`config.mk`:
```
export PLATFORM = sky130hd
export DESIGN_NAME = ssd_mux_driver
export DESIGN_NICKNAME = d
export VERILOG_FILES = /design/src/rtl/ssd_mux_driver.sv
export SDC_FILE = /design/constraint.sdc
export NUM_CORES = 1
export LEC_CHECK = 0
export ABC_CLOCK_PERIOD_IN_PS = 6600
export BUFFER_PORTS_ARGS = -buffer_cell sky130_fd_sc_hd__buf_2
export CAP_MARGIN = 40
export CORE_MARGIN = 3
export CORE_UTILIZATION = 55
export CTS_CLUSTER_SIZE = 8
export DETAILED_ROUTE_END_ITERATION = 8
export MAX_ROUTING_LAYER = met4
export PLACE_DENSITY = 0.78
export SLEW_MARGIN = 20
export SYNTH_ARGS = -nofsm -noshare
export SYNTH_HDL_FRONTEND = slang
export SYNTH_SLANG_ARGS = --single-unit
```
`constraint.sdc`:
```
create_clock -name clk -period 6.6 [get_ports clk]
set_clock_uncertainty 0.2 [all_clocks]
set_input_delay 0.99 -clock clk [delete_from_list [all_inputs] [get_ports clk]]
set_output_delay 0.99 -clock clk [all_outputs]
set_load 0.01 [all_outputs]
```
`src/rtl/ssd_mux_driver.sv`:
```
// Multiplexed 7-segment driver: BCD shadow registers, refresh prescaler,
// per-slot decode with leading-zero blanking and frame pulse.
module ssd_mux_driver #(
  parameter int NUM_DIGITS     = 8,
  parameter int REFRESH_CYCLES = 100000,
  parameter bit LZ_BLANK       = 1'b1
) (
  input  logic                    clk,
  input  logic                    rst,
  input  logic                    load,
  input  logic [4*NUM_DIGITS-1:0] bcd_in,
  input  logic [NUM_DIGITS-1:0]   dp_in,
  input  logic                    en,
  output logic [6:0]              seg,
  output logic                    dp,
  output logic [NUM_DIGITS-1:0]   AN,
  output logic                    frame_done
);

  localparam int PW = $clog2(REFRESH_CYCLES);
  localparam int IW = (NUM_DIGITS > 1) ? $clog2(NUM_DIGITS) : 1;
  localparam logic [PW-1:0] PMAX = PW'(REFRESH_CYCLES - 1);
  localparam logic [IW-1:0] IMAX = IW'(NUM_DIGITS - 1);

  logic [PW-1:0]           presc;
  logic [IW-1:0]           idx;
  logic [4*NUM_DIGITS-1:0] sh_bcd;
  logic [NUM_DIGITS-1:0]   sh_dp;
  logic                    wrap;
  logic                    wrap_q;
  logic [NUM_DIGITS-1:0]   lz;
  logic                    run;
  logic [3:0]              cur;
  logic                    cur_dp;
  logic                    cur_lz;
  logic [6:0]              dec;

  assign wrap = (presc == PMAX);

  always_ff @(posedge clk) begin
    if (rst) begin
      presc  <= '0;
      idx    <= '0;
      sh_bcd <= '1;
      sh_dp  <= '0;
      wrap_q <= 1'b0;
    end else begin
      presc  <= wrap ? '0 : presc + PW'(1);
      if (wrap)
        idx <= (idx == IMAX) ? '0 : idx + IW'(1);
      if (load) begin
        sh_bcd <= bcd_in;
        sh_dp  <= dp_in;
      end
      wrap_q <= wrap && (idx == IMAX);
    end
  end

  // lz[i]: digit i and everything above it is a bare zero
  always_comb begin
    lz  = '0;
    run = 1'b1;
    for (int i = NUM_DIGITS - 1; i >= 0; i--) begin
      run   = run && (sh_bcd[4*i +: 4] == 4'd0) && !sh_dp[i];
      lz[i] = run;
    end
    lz[0] = 1'b0;
  end

  assign cur    = sh_bcd[4*idx +: 4];
  assign cur_dp = sh_dp[idx];
  assign cur_lz = LZ_BLANK && lz[idx];

  always_comb begin
    dec = 7'b1111111;
    unique case (cur)
      4'd0:    dec = 7'b1000000;
      4'd1:    dec = 7'b1111001;
      4'd2:    dec = 7'b0100100;
      4'd3:    dec = 7'b0110000;
      4'd4:    dec = 7'b0011001;
      4'd5:    dec = 7'b0010010;
      4'd6:    dec = 7'b0000010;
      4'd7:    dec = 7'b1111000;
      4'd8:    dec = 7'b0000000;
      4'd9:    dec = 7'b0010000;
      default: dec = 7'b1111111;
    endcase
  end

  always_ff @(posedge clk) begin
    if (rst || !en) begin
      seg <= 7'b1111111;
      dp  <= 1'b1;
      AN  <= '1;
    end else begin
      seg <= cur_lz ? 7'b1111111 : dec;
      dp  <= ~cur_dp;
      AN  <= ~(NUM_DIGITS'(1) << idx);
    end
    frame_done <= rst ? 1'b0 : wrap_q;
  end

endmodule

```
==> impl_metrics.env, run 1 <==
export IMPL_relSlewSlack_pct=50.4
export IMPL_syn_num_nets=399
export IMPL_tightest_slew_ps=743
export IMPL_area_growth_pct=16.1
export IMPL_start_util_pct=58.5
export IMPL_rows=28
export IMPL_async_reset_ff_share_pct=0
export IMPL_insertion_delay_ps=350
export IMPL_antenna_found_initial=0
export IMPL_grt_usage_pct=21.2
export IMPL_drc=0
export IMPL_avgViaCountPerCell=5.55
export IMPL_die_area_um2=7530
export IMPL_setup_viol=0
export IMPL_critPathMaxFanout=18
export IMPL_firstDrtPassIters=4
export IMPL_io_buffers=60
export IMPL_grt_max_degree=73
export IMPL_ys_warn_count=0
export IMPL_fp_coreArea_um2=6130
export IMPL_fin_area_um2=4160
export IMPL_synth_cells=343
export IMPL_num_antenna_cells=0
export IMPL_dieHeight_um=86.8
export IMPL_p_leak_nw=1.67
export IMPL_drtAntennaViolNets=0
export IMPL_avgSynthCellArea_um2=10.5
export IMPL_grt_pass1_wl_um=12000
export IMPL_start_kind="register"
export IMPL_drive_gt1_share_pct=24.2
export IMPL_io_pins=61
export IMPL_path_class="reg2reg"
export IMPL_synth_flop_cell="dfxtp_1"
export IMPL_fin_crit_ps=3160
export IMPL_cts_buffer_depth=2
export IMPL_powerDensity_nw_per_um2=247
export IMPL_post_cts_buffers=0
export IMPL_overflow=0
export IMPL_finalPower_mw=1.03
export IMPL_cts_tree="built"
export IMPL_yosys_register_bits=78
export IMPL_reg2reg_slack_ps=3440
export IMPL_ctsHoldBuffers=0
export IMPL_yosysSeqAreaShare_pct=43.5
export IMPL_synth_edf_count=0
export IMPL_dp_hpwl_um=5040
export IMPL_outcome="finished clean"
export IMPL_gr_usage_met2_pct=31.5
export IMPL_cts_clk_slew_worst_paths_ps=80
export IMPL_cap_violations=0
export IMPL_fmax_mhz=317
export IMPL_slew_violations=0
export IMPL_grt_setup_unrepaired="no"
export IMPL_synth_area_um2=3590
export IMPL_worstHoldPathType="reg2reg"
export IMPL_die_w_um=86.8
export IMPL_vias=2642
export IMPL_drt_iter0_drc=137
export IMPL_crit_required_ps=6620
export IMPL_use_met3_pct=3.42
export IMPL_fillers=480
export IMPL_cts_sinks=78
export IMPL_grt_util_met1_pct=28.6
export IMPL_cts_max_level=3
export IMPL_wl_um=7190
export IMPL_netlist_cell_type_count=50
export IMPL_cts_root_buf="clkbuf_8"
export IMPL_peakVddDrop_uv=145
export IMPL_wl_per_cell_um=15.1
export IMPL_fin_nets=452
export IMPL_cts_resized=0
export IMPL_finalHoldViolations=0
export IMPL_fin_setup_tns_ps=0
export IMPL_worstSetupEndpointType="register"
export IMPL_grt_pass1_vias=2496
export IMPL_numCtsBuffers=9
export IMPL_gp_congestion=0.798
export IMPL_fin_crit_sh_pct=47.8
export IMPL_crit_arrival_ps=3170
export IMPL_place_area_um2=3920
export IMPL_grt_busiest_layer="met2"
==> flip-flops by register name, indices dropped and copies added, names as in the netlist <==
register and flops:
dp 1, sh_dp 8, AN 8, frame_done 1, seg 7, sh_bcd 32, wrap_q 1, presc 17
idx 3
==> Yosys cell counts (4+ instances only) <==
cell type   n  share of area [%]
nor2_1     37                3.9
nand2_1    19                2.0
ha_1       12                4.2
clkbuf_1   13                1.4
or4_1       5                1.0
mux4_1      8                5.9
o211ai_2    7                2.4
xnor2_1     7                1.7
mux2i_1    12                3.3
xor2_1      8                2.0
inv_1       5               0.52
dfxtp_1    78                 44
nand3_1    10                1.4
a21oi_1     6               0.84
nor2b_1    34                5.9
and3_1      4               0.70
a211o_1    32                7.8
buf_2       5               0.70
==> routing by layer <==
metal / vias to the layer above / part of all wire (%)
met1: 1244 / 49
met2: 56 / 45
met3: 9 / 4.9
li1: 1333 / -
met5: - / 0
met4: 0 / 1.1
==> cell usage in the layout, fill, tap and decap left out, types with 2 or more instances in the layout <==
cell,count
nor2b_1,34
buf_4,2
nand4_1,2
or4_1,5
and4_1,2
o211ai_2,7
nor2_1,37
and2_1,2
mux2i_1,12
inv_1,5
xor2_1,8
and3_1,4
clkbuf_8,11
nor3_1,2
a21oi_1,6
clkbuf_1,2
buf_2,60
bufinv_16,3
nand3_1,10
nor4_1,2
nand2_1,19
ha_1,12
dfxtp_1,78
a211o_1,32
o21ai_0,2
mux4_1,8
mux4_2,2
inv_2,2
xnor2_1,7
nand2b_1,2
==> area by class of cell <==
class | instances | area, µm² | share of cell area [%]
Inverter | 7 | 26.3 | 0.631
Clock inverter | 3 | 90.1 | 2.16
Multi-Input combinational cell | 237 | 1890 | 45.4
Sequential cell | 78 | 1560 | 37.5
Clock buffer | 13 | 159 | 3.82
Tap cell | 75 | 93.8 | 2.25
Timing Repair Buffer | 63 | 343 | 8.23
==> worst paths after layout <==
| kind | startpoint | end | depth (start not counted) |
|---|---|---|---|
| max | idx[0]$_SDFFE_PP0N_ | seg[6]$_SDFF_PP1_ | 7 |
| min | wrap_q$_SDFF_PP0_ | frame_done$_SDFF_PP0_ | 1 |
| max reg2reg | idx[0]$_SDFFE_PP0N_ | seg[6]$_SDFF_PP1_ | 7 |
| min reg2reg | wrap_q$_SDFF_PP0_ | frame_done$_SDFF_PP0_ | 1 |
==> worst max-delay path: stages, from the launching register on <==
cell and delay [ps]:
dfxtp_1 810, mux4_1 640, mux2i_1 400, inv_1 160, ha_1 220, or2_2 300, a21oi_1 190, o211ai_2 100
==> where the power goes <==
part	internal (mW)	total, mW	switching (mW)
Sequential	0.491	0.507	0.0160
Combinational	0.0447	0.0861	0.0414
Clock	0.272	0.436	0.164
Total	0.808	1.03	0.221
==> cell families (layout without fill, tap and decap cells) <==
group,count (synthesis),after routing,synth area share (%)
adders and majority gates,12,12,4.19
and+or+nand+nor,133,133,20.2
muxes,25,25,11.9
buffers and inverters,28,86,3.77
xor gates and xnor gates,15,15,3.66
DFF,78,78,43.5
AOI/OAI and AO/OA,52,52,12.7
==> per-stage QoR <==
stage | setup slack [ps] | utilization [%] | instances | hold slack, ps
final | 3440 | 67.9 | 476 | 252
after global routing | 3220 | 67.9 | 476 | 275
after CTS | 3430 | 67.9 | 476 | 260
after detailed placement | 3460 | 63.9 | 460 | 229
after global placement | 3590 | 63.3 | 458 | 237
after floorplan | 4050 | - | 343 | 214
Note: power is estimated with default switching activity, not from simulation.
==> inputs of run 2 (changes only) <==
--- a/config.mk
+++ b/config.mk
@@ -5,7 +5,7 @@
 export SDC_FILE = /design/constraint.sdc
 export NUM_CORES = 1
 export LEC_CHECK = 0
-export ABC_CLOCK_PERIOD_IN_PS = 6600
+export ABC_CLOCK_PERIOD_IN_PS = 3100
 export BUFFER_PORTS_ARGS = -buffer_cell sky130_fd_sc_hd__buf_2
 export CAP_MARGIN = 40
 export CORE_MARGIN = 3
==> constraint.sdc (replaced) <==
create_clock -name clk -period 3.1 [get_ports clk]
set_clock_uncertainty 0.2 [all_clocks]
set_input_delay 0.465 -clock clk [delete_from_list [all_inputs] [get_ports clk]]
set_output_delay 0.465 -clock clk [all_outputs]
set_load 0.01 [all_outputs]
==> run 2 against run 1 <==
Compared with the run above: hold slack worse by 130 ps; global-route usage rose by 0.56 points; routed wire length is 2.6% higher; non-clock buffer count rose by 3; critical path type unchanged.
==> impl_metrics.env, run 2 (synthesized netlist as in run 1, its figures left out) <==
export IMPL_cts_max_level=3
export IMPL_whs_path_depth=2
export IMPL_numCtsBuffers=9
export IMPL_die_w_um=86.8
export IMPL_critical_path_buf_inv_count=1
export IMPL_most_common_layout_cells="dfxtp_1, buf_2, nor2_1"
export IMPL_setup_viol=0
export IMPL_die_area_um2=7530
export IMPL_drtAntennaViolNets=0
export IMPL_powerDensity_nw_per_um2=483
export IMPL_grt_usage_pct=21.8
export IMPL_dieHeight_um=86.8
export IMPL_io_buffers=60
export IMPL_worst_path_dominant_cell_family="multiplexers"
export IMPL_reg2reg_from="idx[0]$_SDFFE_PP0N_"
export IMPL_avgViaCountPerCell=5.53
export IMPL_critPathMaxFanout=9
export IMPL_vias=2648
export IMPL_r2r_cells=7
export IMPL_area_growth_pct=14.3
export IMPL_r2r_end="seg[5]$_SDFF_PP1_"
export IMPL_drive_gt1_share_pct=24.8
export IMPL_worstHoldPathType="in2reg"
export IMPL_fin_setup_tns_ps=0
export IMPL_cts_clk_slew_worst_paths_ps=80
export IMPL_reg_top3="sh_bcd x32, presc x17"
export IMPL_grt_max_degree=73
export IMPL_cpPeakStageDelay_ps=630
export IMPL_drc=0
export IMPL_cts_buffer_depth=2
export IMPL_num_antenna_cells=0
export IMPL_fin_crit_ps=2700
export IMPL_reg2reg_slack_ps=400
export IMPL_fmax_mhz=371
export IMPL_finalPower_mw=1.98
export IMPL_rows=28
export IMPL_post_cts_buffers=0
export IMPL_firstDrtPassIters=4
export IMPL_wl_per_cell_um=15.4
export IMPL_critPathLaunch="idx[0]$_SDFFE_PP0N_"
export IMPL_cts_tree="built"
export IMPL_insertion_delay_ps=350
export IMPL_outcome="finished clean"
export IMPL_relSlewSlack_pct=53.3
export IMPL_fin_crit_sh_pct=86.9
export IMPL_overflow=0
export IMPL_slew_violations=0
export IMPL_tightest_slew_ps=700
export IMPL_finalHoldViolations=0
export IMPL_placed_cells_incl_taps=463
export IMPL_cap_violations=0
export IMPL_fin_nets=455
export IMPL_holdCritStartpoint="bcd_in[25]"
export IMPL_start_util_pct=58.5
export IMPL_start_kind="register"
export IMPL_cts_resized=0
export IMPL_grt_pass1_vias=2574
export IMPL_grt_setup_unrepaired="no"
export IMPL_worstSetupEndpoint="seg[5]$_SDFF_PP1_"
export IMPL_largest_register="sh_bcd"
export IMPL_ctsHoldBuffers=0
export IMPL_cp_cell_sequence="mux4_1, mux2i_2, inv_1, ha_1, or2_2, a21oi_1, o211ai_2"
export IMPL_p_leak_nw=1.65
export IMPL_largest_register_ffs=32
export IMPL_wl_um=7380
export IMPL_cts_root_buf="clkbuf_8"
export IMPL_hold_slack_ps=119
export IMPL_antenna_found_initial=0
export IMPL_cts_sinks=78
export IMPL_peakVddDrop_uv=349
export IMPL_crit_required_ps=3100
export IMPL_drt_iter0_drc=113
export IMPL_worstSetupEndpointType="register"
export IMPL_crit_cells=7
export IMPL_grt_pass1_wl_um=12400
export IMPL_crit_arrival_ps=2690
export IMPL_io_pins=61
export IMPL_gp_congestion=0.839
export IMPL_dp_hpwl_um=5340
export IMPL_slowest_stage="mux4_1"
export IMPL_fp_coreArea_um2=6130
export IMPL_instances_no_fill=479
export IMPL_path_class="reg2reg"
export IMPL_final_common_cell="dfxtp_1"
-- run 2: changes by cell type in the layout (fill, tap and decap cells not counted), sizes merged --
cell,previous run,this run
bufinv,3,1
clkinv,0,4
clkbuf,13,11
buf,63,66
-- run 2: final cells by class --
cell class,instances,area [µm²]
well taps,75,93.8
repair buffers,66,345
clock inverters,5,50.0
inverters,7,26.3
multi-input cells,237,1890
flip-flops and latches,78,1560
fillers,508,2030
clock buffers,11,131
-- run 2: how the worst min path moves through the flow --
stage,endpoint,slack (ps)
finish,sh_bcd[25]$_SDFFE_PP1P_,120
CTS,sh_bcd[9]$_SDFFE_PP1P_,110
floorplan,frame_done$_SDFF_PP0_,210
detailed placement,frame_done$_SDFF_PP0_,260
global placement,frame_done$_SDFF_PP0_,240
global route,sh_bcd[21]$_SDFFE_PP1P_,110
-- run 2: metal layers --
metal,vias up,track usage (%),part of all wire (%)
li1,1330,-,-
met1,1247,28.9,47
met2,59,32.5,47
met3,12,3.99,3.8
met4,0,9.63,2.2
met5,-,-,0
-- run 2: power breakdown --
group / internal, mW / switching, mW
clock network: 0.367 / 0.354
registers: 1.04 / 0.0365
logic: 0.0934 / 0.0863
total: 1.51 / 0.476
-- run 2: metrics by stage --
| step | worst slack (ps) | cell area (µm²) | util [%] |
|---|---|---|---|
| 2_1_floorplan | 553 | 3590 | - |
| 3_3_place_gp | 542 | 3920 | 63.9 |
| 3_5_place_dp | 427 | 3920 | 63.9 |
| 4_1_cts | 392 | 4100 | 66.9 |
| 5_1_grt | 265 | 4100 | 66.9 |
| 6_report | 405 | 4100 | 66.9 |
==> inputs of run 3 (changes only) <==
--- a/config.mk
+++ b/config.mk
@@ -6,14 +6,15 @@
 export NUM_CORES = 1
 export LEC_CHECK = 0
 export ABC_CLOCK_PERIOD_IN_PS = 3100
-export BUFFER_PORTS_ARGS = -buffer_cell sky130_fd_sc_hd__buf_2
+export BUFFER_PORTS_ARGS = -buffer_cell sky130_fd_sc_hd__buf_4
 export CAP_MARGIN = 40
 export CORE_MARGIN = 3
 export CORE_UTILIZATION = 55
 export CTS_CLUSTER_SIZE = 8
 export DETAILED_ROUTE_END_ITERATION = 8
 export MAX_ROUTING_LAYER = met4
-export PLACE_DENSITY = 0.78
+export PLACE_DENSITY = 0.88
+export REMOVE_ABC_BUFFERS = 1
 export SLEW_MARGIN = 20
 export SYNTH_ARGS = -nofsm -noshare
 export SYNTH_HDL_FRONTEND = slang
==> run 3 against run 2 <==
Compared with the run above: clock power rose by 1%; critical path depth increased by 1; combinational power increased by 11%; sequential power hardly changed; sequential share of layout area down 1.3 points; non-clock buffer count down 2; core utilization rose by 2.3 points; hold slack worse by 4.0 ps; first-iteration DRC count decreased by 11%; critical path type unchanged; largest cell class unchanged; highest routed layer unchanged.
==> impl_metrics.env, run 3 (synthesized netlist as in run 1, its figures left out) <==
export IMPL_outcome="finished clean"
export IMPL_fin_crit_sh_pct=90.0
export IMPL_crit_cells=8
export IMPL_start_kind="register"
export IMPL_critPathMaxFanout=11
export IMPL_num_antenna_cells=0
export IMPL_gp_congestion=0.844
export IMPL_hold_slack_ps=115
export IMPL_reg2reg_slack_ps=310
export IMPL_cpPeakStageDelay_ps=650
export IMPL_drive_gt1_share_pct=24.5
export IMPL_area_growth_pct=18.2
export IMPL_grt_setup_unrepaired="no"
export IMPL_drtAntennaViolNets=0
export IMPL_worstSetupEndpoint="seg[5]$_SDFF_PP1_"
export IMPL_crit_arrival_ps=2810
export IMPL_seq_area_um2=1560
export IMPL_slew_violations=0
export IMPL_cp_cell_sequence="mux4_1, mux2i_1, buf_4, inv_1, ha_1, or2_2, a21oi_1, o211ai_2"
export IMPL_wl_per_cell_um=15.4
export IMPL_fp_coreArea_um2=6130
export IMPL_grt_pass1_vias=2651
export IMPL_start_util_pct=58.5
export IMPL_holdCritStartpoint="bcd_in[12]"
export IMPL_grt_usage_pct=21.6
export IMPL_fin_crit_ps=2790
export IMPL_tightest_slew_ps=706
export IMPL_cts_resized=0
export IMPL_cts_sinks=78
export IMPL_rows=28
export IMPL_wl_um=7330
export IMPL_p_leak_nw=1.71
export IMPL_overflow=0
export IMPL_worstSetupEndpointType="register"
export IMPL_finalPower_mw=2.01
export IMPL_io_pins=61
export IMPL_whs_path_depth=2
export IMPL_ctsHoldBuffers=0
export IMPL_worst_path_dominant_cell_family="multiplexers"
export IMPL_path_class="reg2reg"
export IMPL_r2r_end="seg[5]$_SDFF_PP1_"
export IMPL_cts_max_level=3
export IMPL_critPathLaunch="idx[0]$_SDFFE_PP0N_"
export IMPL_insertion_delay_ps=350
export IMPL_cts_clk_slew_worst_paths_ps=80
export IMPL_die_area_um2=7530
export IMPL_dieHeight_um=86.8
export IMPL_avgViaCountPerCell=5.69
export IMPL_firstDrtPassIters=5
export IMPL_powerDensity_nw_per_um2=474
export IMPL_die_w_um=86.8
export IMPL_relSlewSlack_pct=53.0
export IMPL_largest_register="sh_bcd"
export IMPL_dp_hpwl_um=5290
export IMPL_fin_setup_tns_ps=0
export IMPL_r2r_cells=8
export IMPL_fmax_mhz=359
export IMPL_largest_register_ffs=32
export IMPL_drt_iter0_drc=101
export IMPL_reg2reg_from="idx[0]$_SDFFE_PP0N_"
export IMPL_finalHoldViolations=0
export IMPL_drc=0
export IMPL_final_common_cell="dfxtp_1"
export IMPL_fin_nets=453
export IMPL_crit_required_ps=3120
export IMPL_grt_max_degree=73
export IMPL_multi_input_area_um2=1890
export IMPL_cap_violations=0
export IMPL_antenna_found_initial=0
export IMPL_cts_buffer_depth=2
export IMPL_peakVddDrop_uv=375
export IMPL_most_common_layout_cells="dfxtp_1, buf_4, nor2_1"
export IMPL_reg_top3="sh_bcd x32, presc x17"
export IMPL_grt_pass1_wl_um=12100
export IMPL_cts_tree="built"
export IMPL_critical_path_buf_inv_count=2
export IMPL_cts_root_buf="clkbuf_8"
export IMPL_slowest_stage="dfxtp_1"
export IMPL_setup_viol=0
export IMPL_post_cts_buffers=0
export IMPL_vias=2703
export IMPL_worstHoldPathType="in2reg"
export IMPL_io_buffers=60
export IMPL_numCtsBuffers=9
export IMPL_fillers=464
run 3: cell count changes in the layout (fill, tap and decap cells not counted):
cell,delta
clkbuf_8,+1
clkinv_4,+1
buf_2,-60
clkinv_2,-2
clkbuf_1,-2
buf_4,+58
run 3: metrics by stage:
step | instances | setup slack, ps | utilization (%) | instance area (µm²)
6_report | 475 | 312 | 69.1 | 4240
3_3_place_gp | 461 | 468 | 66.1 | 4050
3_5_place_dp | 461 | 346 | 66.1 | 4050
5_1_grt | 475 | 141 | 69.1 | 4240
2_1_floorplan | 322 | 266 | - | 3480
4_1_cts | 475 | 287 | 69.1 | 4240
run 3: worst register-to-register path, cell delays in order (launching register included):
cell and delay [ps]:
dfxtp_1 650, mux4_1 650, mux2i_1 160, buf_4 160
inv_1 80, ha_1 190, or2_2 310, a21oi_1 190
o211ai_2 80
run 3: metal layers:
metal / track usage, % / vias up / share of wire, %
met5: - / - / 0
met3: 5.70 / 26 / 6.4
li1: - / 1330 / -
met1: 26.0 / 1254 / 43
met4: 13.0 / 0 / 3.3
met2: 32.2 / 93 / 47
run 3: power by group:
| part | leakage [nW] | internal, mW | switching (mW) |
|---|---|---|---|
| registers | 0.641 | 1.04 | 0.0353 |
| clock network | 0.0980 | 0.383 | 0.346 |
| logic | 0.966 | 0.109 | 0.0896 |
run 3: how the worst min path moves through the flow:
stage | endpoint | slack, ps
6_report | sh_bcd[12]$_SDFFE_PP1P_ | 110
5_1_grt | sh_bcd[0]$_SDFFE_PP1P_ | 100
4_1_cts | sh_bcd[12]$_SDFFE_PP1P_ | 100
3_5_place_dp | frame_done$_SDFF_PP0_ | 230
3_3_place_gp | frame_done$_SDFF_PP0_ | 220
2_1_floorplan | frame_done$_SDFF_PP0_ | 210
run 3: final cells by class:
class | instances | area share (%)
clock buffers | 10 | 3.25
clock inverters | 4 | 1.15
inverters | 7 | 0.620
multi-input cells | 237 | 44.6
flip-flops and latches | 78 | 36.8
well taps | 75 | 2.21
repair buffers | 64 | 11.3
